### src/rtl/ysyx_axi_arbiter.sv
// Arbiter from NR narrow read clients and one store client to a single 64-bit AXI4 master. Read and write each have their own FSM.
// YSYX_ARB_RR_EN selects round-robin read arbitration. Without it, the highest requester index wins.
module ysyx_axi_arbiter #(
    parameter int ADDR_W = 32,
    parameter int DATA_W = 32,
    parameter int NR     = 2,
    parameter int IDW    = 4
) (
    input  logic                 clk,
    input  logic                 rst,

    input  logic [NR-1:0]        rd_valid_i,
    input  logic [NR*ADDR_W-1:0] rd_addr_i,
    input  logic [NR*8-1:0]      rd_strb_i,
    output logic [DATA_W-1:0]    rd_data_o,
    output logic [NR-1:0]        rd_done_o,
    output logic                 rd_err_o,

    input  logic                 wr_valid_i,
    input  logic [ADDR_W-1:0]    wr_addr_i,
    input  logic [DATA_W-1:0]    wr_data_i,
    input  logic [7:0]           wr_strb_i,
    output logic                 wr_done_o,
    output logic                 wr_err_o,

    input  logic                 io_master_awready_i,
    output logic                 io_master_awvalid_o,
    output logic [ADDR_W-1:0]    io_master_awaddr_o,
    output logic [IDW-1:0]       io_master_awid_o,
    output logic [7:0]           io_master_awlen_o,
    output logic [2:0]           io_master_awsize_o,
    output logic [1:0]           io_master_awburst_o,

    input  logic                 io_master_wready_i,
    output logic                 io_master_wvalid_o,
    output logic [63:0]          io_master_wdata_o,
    output logic [7:0]           io_master_wstrb_o,
    output logic                 io_master_wlast_o,

    output logic                 io_master_bready_o,
    input  logic                 io_master_bvalid_i,
    input  logic [1:0]           io_master_bresp_i,
    input  logic [IDW-1:0]       io_master_bid_i,

    input  logic                 io_master_arready_i,
    output logic                 io_master_arvalid_o,
    output logic [ADDR_W-1:0]    io_master_araddr_o,
    output logic [IDW-1:0]       io_master_arid_o,
    output logic [7:0]           io_master_arlen_o,
    output logic [2:0]           io_master_arsize_o,
    output logic [1:0]           io_master_arburst_o,

    output logic                 io_master_rready_o,
    input  logic                 io_master_rvalid_i,
    input  logic [1:0]           io_master_rresp_i,
    input  logic [63:0]          io_master_rdata_i,
    input  logic                 io_master_rlast_i,
    input  logic [IDW-1:0]       io_master_rid_i
);

    localparam int GW = (NR > 1) ? $clog2(NR) : 1;

    typedef enum logic [1:0] {RD_IDLE, RD_AR, RD_R} rd_state_e;
    typedef enum logic [1:0] {WR_IDLE, WR_AW_W, WR_B} wr_state_e;

    function automatic logic [2:0] strb_to_size(input logic [7:0] strb);
        logic [2:0] size;
        case (strb)
            8'h03:   size = 3'd1;
            8'h0f:   size = 3'd2;
            default: size = 3'd0;
        endcase
        return size;
    endfunction

    // ------------------------------------------------------------------
    // Read side
    // ------------------------------------------------------------------
    rd_state_e         rd_state_q, rd_state_d;
    logic [GW-1:0]     rd_gnt_q, rd_gnt_d;
    logic [ADDR_W-1:0] rd_addr_q, rd_addr_d;
    logic [7:0]        rd_strb_q, rd_strb_d;

    logic              arb_any;
    logic [GW-1:0]     arb_idx;
    logic [ADDR_W-1:0] arb_addr;
    logic [7:0]        arb_strb;
    logic              r_fire;
    logic [31:0]       rd_half;

`ifdef YSYX_ARB_RR_EN
    logic [GW-1:0]     rr_ptr_q, rr_ptr_d;
`endif

    always_comb begin : rd_arbiter
        arb_any  = 1'b0;
        arb_idx  = '0;
        arb_addr = '0;
        arb_strb = '0;
`ifdef YSYX_ARB_RR_EN
        // Scan a doubled request vector starting just past the last grant.
        for (int j = 0; j < 2*NR; j++) begin
            if (!arb_any && j > int'(rr_ptr_q) && rd_valid_i[j % NR]) begin
                arb_any  = 1'b1;
                arb_idx  = GW'(j % NR);
                arb_addr = rd_addr_i[(j % NR)*ADDR_W +: ADDR_W];
                arb_strb = rd_strb_i[(j % NR)*8 +: 8];
            end
        end
`else
        for (int i = 0; i < NR; i++) begin
            if (rd_valid_i[i]) begin
                arb_any  = 1'b1;
                arb_idx  = GW'(i);
                arb_addr = rd_addr_i[i*ADDR_W +: ADDR_W];
                arb_strb = rd_strb_i[i*8 +: 8];
            end
        end
`endif
    end

    always_ff @(posedge clk) begin
        if (rst) begin
            rd_state_q <= RD_IDLE;
            rd_gnt_q   <= '0;
            rd_addr_q  <= '0;
            rd_strb_q  <= '0;
        end else begin
            rd_state_q <= rd_state_d;
            rd_gnt_q   <= rd_gnt_d;
            rd_addr_q  <= rd_addr_d;
            rd_strb_q  <= rd_strb_d;
        end
    end

`ifdef YSYX_ARB_RR_EN
    always_ff @(posedge clk) begin
        if (rst) begin
            rr_ptr_q <= '0;
        end else begin
            rr_ptr_q <= rr_ptr_d;
        end
    end
`endif

    always_comb begin : rd_fsm
        rd_state_d          = rd_state_q;
        rd_gnt_d            = rd_gnt_q;
        rd_addr_d           = rd_addr_q;
        rd_strb_d           = rd_strb_q;
`ifdef YSYX_ARB_RR_EN
        rr_ptr_d            = rr_ptr_q;
`endif
        io_master_arvalid_o = 1'b0;
        io_master_rready_o  = 1'b0;
        r_fire              = 1'b0;
        case (rd_state_q)
            RD_IDLE: begin
                if (arb_any) begin
                    rd_gnt_d   = arb_idx;
                    rd_addr_d  = arb_addr;
                    rd_strb_d  = arb_strb;
`ifdef YSYX_ARB_RR_EN
                    rr_ptr_d   = arb_idx;
`endif
                    rd_state_d = RD_AR;
                end
            end
            RD_AR: begin
                io_master_arvalid_o = 1'b1;
                if (io_master_arready_i) begin
                    rd_state_d = RD_R;
                end
            end
            RD_R: begin
                io_master_rready_o = 1'b1;
                if (io_master_rvalid_i && io_master_rlast_i) begin
                    r_fire     = 1'b1;
                    rd_state_d = RD_IDLE;
                end
            end
            default: rd_state_d = RD_IDLE;
        endcase
        // Handshake outputs stay low for the whole reset cycle, not only after the edge.
        if (rst) begin
            io_master_arvalid_o = 1'b0;
            io_master_rready_o  = 1'b0;
            r_fire              = 1'b0;
        end
    end

    assign io_master_araddr_o  = rd_addr_q;
    assign io_master_arid_o    = IDW'(rd_gnt_q);
    assign io_master_arlen_o   = 8'd0;
    assign io_master_arsize_o  = strb_to_size(rd_strb_q);
    assign io_master_arburst_o = 2'b01;

    assign rd_half   = rd_addr_q[2] ? io_master_rdata_i[63:32] : io_master_rdata_i[31:0];
    assign rd_data_o = r_fire ? (rd_half >> {rd_addr_q[1:0], 3'b000}) : '0;
    assign rd_done_o = r_fire ? (NR'(1) << rd_gnt_q) : '0;
    assign rd_err_o  = r_fire && (io_master_rresp_i != 2'b00);

    // ------------------------------------------------------------------
    // Write side
    // ------------------------------------------------------------------
    wr_state_e         wr_state_q, wr_state_d;
    logic [ADDR_W-1:0] wr_addr_q, wr_addr_d;
    logic [DATA_W-1:0] wr_data_q, wr_data_d;
    logic [7:0]        wr_strb_q, wr_strb_d;
    logic              aw_ok_q, aw_ok_d;
    logic              w_ok_q, w_ok_d;
    logic              aw_done, w_done;
    logic              b_fire;
    logic [31:0]       wr_shift;
    logic [3:0]        wr_strb_lo;

    always_ff @(posedge clk) begin
        if (rst) begin
            wr_state_q <= WR_IDLE;
            wr_addr_q  <= '0;
            wr_data_q  <= '0;
            wr_strb_q  <= '0;
            aw_ok_q    <= 1'b0;
            w_ok_q     <= 1'b0;
        end else begin
            wr_state_q <= wr_state_d;
            wr_addr_q  <= wr_addr_d;
            wr_data_q  <= wr_data_d;
            wr_strb_q  <= wr_strb_d;
            aw_ok_q    <= aw_ok_d;
            w_ok_q     <= w_ok_d;
        end
    end

    always_comb begin : wr_fsm
        wr_state_d          = wr_state_q;
        wr_addr_d           = wr_addr_q;
        wr_data_d           = wr_data_q;
        wr_strb_d           = wr_strb_q;
        aw_ok_d             = aw_ok_q;
        w_ok_d              = w_ok_q;
        aw_done             = 1'b0;
        w_done              = 1'b0;
        io_master_awvalid_o = 1'b0;
        io_master_wvalid_o  = 1'b0;
        io_master_bready_o  = 1'b0;
        b_fire              = 1'b0;
        case (wr_state_q)
            WR_IDLE: begin
                if (wr_valid_i) begin
                    wr_addr_d  = wr_addr_i;
                    wr_data_d  = wr_data_i;
                    wr_strb_d  = wr_strb_i;
                    aw_ok_d    = 1'b0;
                    w_ok_d     = 1'b0;
                    wr_state_d = WR_AW_W;
                end
            end
            WR_AW_W: begin
                io_master_awvalid_o = !aw_ok_q;
                io_master_wvalid_o  = !w_ok_q;
                aw_done = aw_ok_q || io_master_awready_i;
                w_done  = w_ok_q || io_master_wready_i;
                if (aw_done && w_done) begin
                    aw_ok_d    = 1'b0;
                    w_ok_d     = 1'b0;
                    wr_state_d = WR_B;
                end else begin
                    aw_ok_d = aw_done;
                    w_ok_d  = w_done;
                end
            end
            WR_B: begin
                io_master_bready_o = 1'b1;
                if (io_master_bvalid_i) begin
                    b_fire     = 1'b1;
                    wr_state_d = WR_IDLE;
                end
            end
            default: wr_state_d = WR_IDLE;
        endcase
        if (rst) begin
            io_master_awvalid_o = 1'b0;
            io_master_wvalid_o  = 1'b0;
            io_master_bready_o  = 1'b0;
            b_fire              = 1'b0;
        end
    end

    assign wr_shift   = wr_data_q << {wr_addr_q[1:0], 3'b000};
    assign wr_strb_lo = wr_strb_q[3:0] << wr_addr_q[1:0];

    assign io_master_awaddr_o  = wr_addr_q;
    assign io_master_awid_o    = '0;
    assign io_master_awlen_o   = 8'd0;
    assign io_master_awsize_o  = strb_to_size(wr_strb_q);
    assign io_master_awburst_o = 2'b01;
    assign io_master_wdata_o   = {wr_shift, wr_shift};
    assign io_master_wstrb_o   = wr_addr_q[2] ? {wr_strb_lo, 4'h0} : {4'h0, wr_strb_lo};
    assign io_master_wlast_o   = 1'b1;

    assign wr_done_o = b_fire;
    assign wr_err_o  = b_fire && (io_master_bresp_i != 2'b00);

    // Single-outstanding protocol: response IDs carry no information here.
    logic unused_resp_ids;
    assign unused_resp_ids = ^{io_master_rid_i, io_master_bid_i};

endmodule

### config.mk
export PLATFORM = sky130hd
export DESIGN_NAME = ysyx_axi_arbiter
export DESIGN_NICKNAME = d
export VERILOG_FILES = /design/src/rtl/ysyx_axi_arbiter.sv
export SDC_FILE = /design/constraint.sdc
export NUM_CORES = 1
export LEC_CHECK = 0
export BUFFER_PORTS_ARGS = -buffer_cell sky130_fd_sc_hd__buf_2
export CAP_MARGIN = 20
export CORE_AREA = 2 2 177 179
export DETAILED_ROUTE_END_ITERATION = 16
export DIE_AREA = 0 0 179 181
export PLACE_DENSITY = 0.57
export SLEW_MARGIN = 20
export SYNTH_ARGS = -nofsm -noshare
export SYNTH_HDL_FRONTEND = slang
export SYNTH_SLANG_ARGS = --single-unit
### constraint.sdc
create_clock -name clk -period 1.7 [get_ports clk]
set_clock_uncertainty 0.1 [all_clocks]
set_input_delay 0.34 -clock clk [delete_from_list [all_inputs] [get_ports clk]]
set_output_delay 0.34 -clock clk [all_outputs]
set_load 0.02 [all_outputs]
==> out/metrics.cfg <==
[outcome]
status=finished, violations left
violations=setup timing

[detailed_routing]
topRoutingLayerUsed=met4
num_vias=8012
routed-wl-met3_um=1604
post-route-drc-count=0
dr.pass1.iters=5
routed_wl_um=29830
drtIter0Drc=338
wire_per_inst_um=17.35
wl_met1_um=12980
dr_wl_met2_um=14820
via_per_inst=4.661
postRouteAntennaNets=0

[die]
pin_count=452
core_sq_mm=0.03035
die_area_sq_mm=0.03240
fp-row-count=64
die_h_um=181
start_util=0.2217
die_w_um=179

[run]
maxCapViolCount=0

[synth]
async_flop_share=0
synth-seq-cells=119
netlist_area_sq_mm=0.006729
syn_inst=853
yosysWarnings=0
synth.distinct_cells=47
seq_area_frac_synth=0.3540
yosys_most_used_dff=dfxtp_1
synth-edff-count=0
avgSynthCellArea_sq_um=7.889

[clocking]
clock-sinks=119
htreeDepth=4
clock_latency_ns=0.41
cts_tree=yes
postCtsHoldBufs=0
cts_max_path_buffers=2
cts_buffers=17
clk_pin_slew_ns=0.07
root_buffer=clkbuf_16

[timing]
holdWs_ns=0.05218
rsz0062_at_grt=true
period_share=1.345
timing_hold_violations_final=0
fmax_mhz=437.2
setup_ws_ns=-0.5873
final_period_minus_worst_setup_slack_ns=2.287
setup_viol=118
drv_slew=0

[global_route]
grt_max_degree=72
grt_pass1_vias=7806
grt_usage=0.1714
grt_pass1_wl_um=43730
antenna_found_initial=3
grt_overflow_total=0

[critical_path]
reg2reg_to=wr_data_q[6]
crit_path_max_fanout=12
timing.rr.start=wr_state_q[1]
crit_required_ns=1.26
cp.arrival_ns=1.85
reg2regPathDepth=7
critPathCaptureType=output pin
critPathKind=flip-flop to output pin
r2r_slack_ns=0.04
startpoint_type=flip-flop

[hold_path]
min_path_type=input pin to flip-flop
min_from=wr_data_i[27]
hold_depth=3
holdPathEnd=wr_data_q[27]

[finish]
fin_area_sq_mm=0.01260
fin_nets=1546
area_growth_syn_to_layout_pct=87.19
nFillCells=2983
drive_gt1_frac=0.5811

[placed_design]
gp_congestion=0.9228
hpwl_um=21320
portBuffers=413
dpl_cell_area_sq_mm=0.009833

[power]
p_sw_frac=0.3453
peakVddDrop_mv=0.5721
power.density_mw_per_mm2=817.7
p_sw_mw=3.557
seqPwrFrac=0.315
clock_power_share=0.351
combPwrFrac=0.335
intPower_mw=6.743
p_leak_nw=5.491

==> repair_timing <==
action | in CTS | in global routing
cloned | 7 | 3
pin swaps | 50 | 18
setup buffers | 30 | 18
setup endpoints to repair | 120 | 205
resized for setup | 380 | 82
==> cell type report <==
class / instances / area [sq um] / share of cell area
diodes: 3 / 7.507 / 0.0005960
clock buffers: 17 / 425.4 / 0.03377
clock inverters: 15 / 158.9 / 0.01262
inverters: 12 / 45.04 / 0.003576
multi-input cells: 611 / 4746 / 0.3768
flip-flops and latches: 119 / 2422 / 0.1923
well taps: 396 / 495.5 / 0.03934
repair buffers: 546 / 4295 / 0.3410
==> kinds of logic after synthesis <==
| kind of cell | share of synthesized area |
|---|---|
| and+or+nand+nor | 0.1889 |
| buffers and inverters | 0.1300 |
| other | 0.001116 |
| muxes | 0.09074 |
| AOI/OAI and AO/OA | 0.2352 |
| DFF | 0.3540 |
==> cells in the final DEF (no fill, tap or decap), types with 16 or more instances in the layout <==
cell type,instances
buf_2,291
nand2_1,161
buf_6,129
a21oi_1,114
dfxtp_1,103
buf_4,92
a211oi_1,38
a22oi_1,33
conb_1,30
nor2_4,21
clkbuf_16,20
buf_12,20
mux2i_4,16
==> sequential cells by signal, indices dropped and copies added, names as in the netlist <==
signal              count
aw_ok_q                 1
io_master_araddr_o     32
io_master_awaddr_o     32
rd_gnt_q                1
rd_state_q              2
rd_strb_q               8
w_ok_q                  1
wr_data_q              32
wr_state_q              2
wr_strb_q               8
==> routing by layer <==
metal,up-vias,track usage
li1,3837,-
met4,0,0.04650
met5,-,0
met1,3860,0.2269
met3,30,0.02715
met2,285,0.2869
==> power groups by stage <==
stage	sequential, mW	combinational, mW	clock, mW
final	3.24	3.45	3.61
after global placement	3.24	2.68	0
after detailed placement	3.24	2.70	0
after global routing	3.27	3.68	3.87
after floorplan	3.37	1.60	0
after CTS	3.22	3.27	3.74
==> worst max path at each step <==
stage / from / endpoint / slack, ns
after floorplan: rst / rd_data_o[14] / -0.43
after global placement: rst / rd_data_o[0] / -0.30
after detailed placement: rst / rd_data_o[14] / -0.27
after CTS: io_master_araddr_o[2] / rd_data_o[3] / -0.59
after global routing: io_master_araddr_o[2] / rd_data_o[7] / -0.65
final: io_master_araddr_o[2] / rd_data_o[7] / -0.59
==> synth_stat cells (4+ instances only) <==
cell type | n | area share
o22ai_1 | 11 | 0.010
clkbuf_1 | 34 | 0.019
a21oi_1 | 122 | 0.091
nor2_1 | 27 | 0.015
inv_1 | 12 | 0.0067
buf_2 | 30 | 0.022
o21ai_0 | 15 | 0.011
mux2i_1 | 34 | 0.051
a21o_1 | 6 | 0.0067
nor3_1 | 12 | 0.0089
nand2_1 | 165 | 0.092
buf_1 | 4 | 0.0022
a211oi_1 | 52 | 0.058
mux4_2 | 8 | 0.027
mux2_2 | 8 | 0.013
dfxtp_1 | 119 | 0.35
a22oi_1 | 33 | 0.037
nand3b_1 | 7 | 0.0078
nor2b_1 | 20 | 0.019
buf_4 | 70 | 0.078
o32ai_1 | 8 | 0.010
and2_1 | 19 | 0.018
==> critical path: stages (launching register included) <==
cell and delay (ns):
dfxtp_4 0.38, buf_12 0.16, buf_4 0.14, mux2i_2 0.15, mux2_4 0.30, o22ai_4 0.16
buf_6 0.14
==> stage by stage <==
| step | power, mW | setup slack, ns | cells | util | TNS [ns] |
|---|---|---|---|---|---|
| floorplan | 4.972 | -0.4271 | 881 | - | -10.19 |
| global placement | 5.923 | -0.2978 | 1633 | 0.3240 | -10.48 |
| detailed placement | 5.940 | -0.2735 | 1633 | 0.3240 | -10.54 |
| CTS | 10.23 | -0.5857 | 1702 | 0.3999 | -42.86 |
| global route | 10.81 | -0.6512 | 1718 | 0.4149 | -49.17 |
| finish | 10.30 | -0.5873 | 1719 | 0.4150 | -41.22 |
Note: power is estimated with default switching activity, not from simulation.
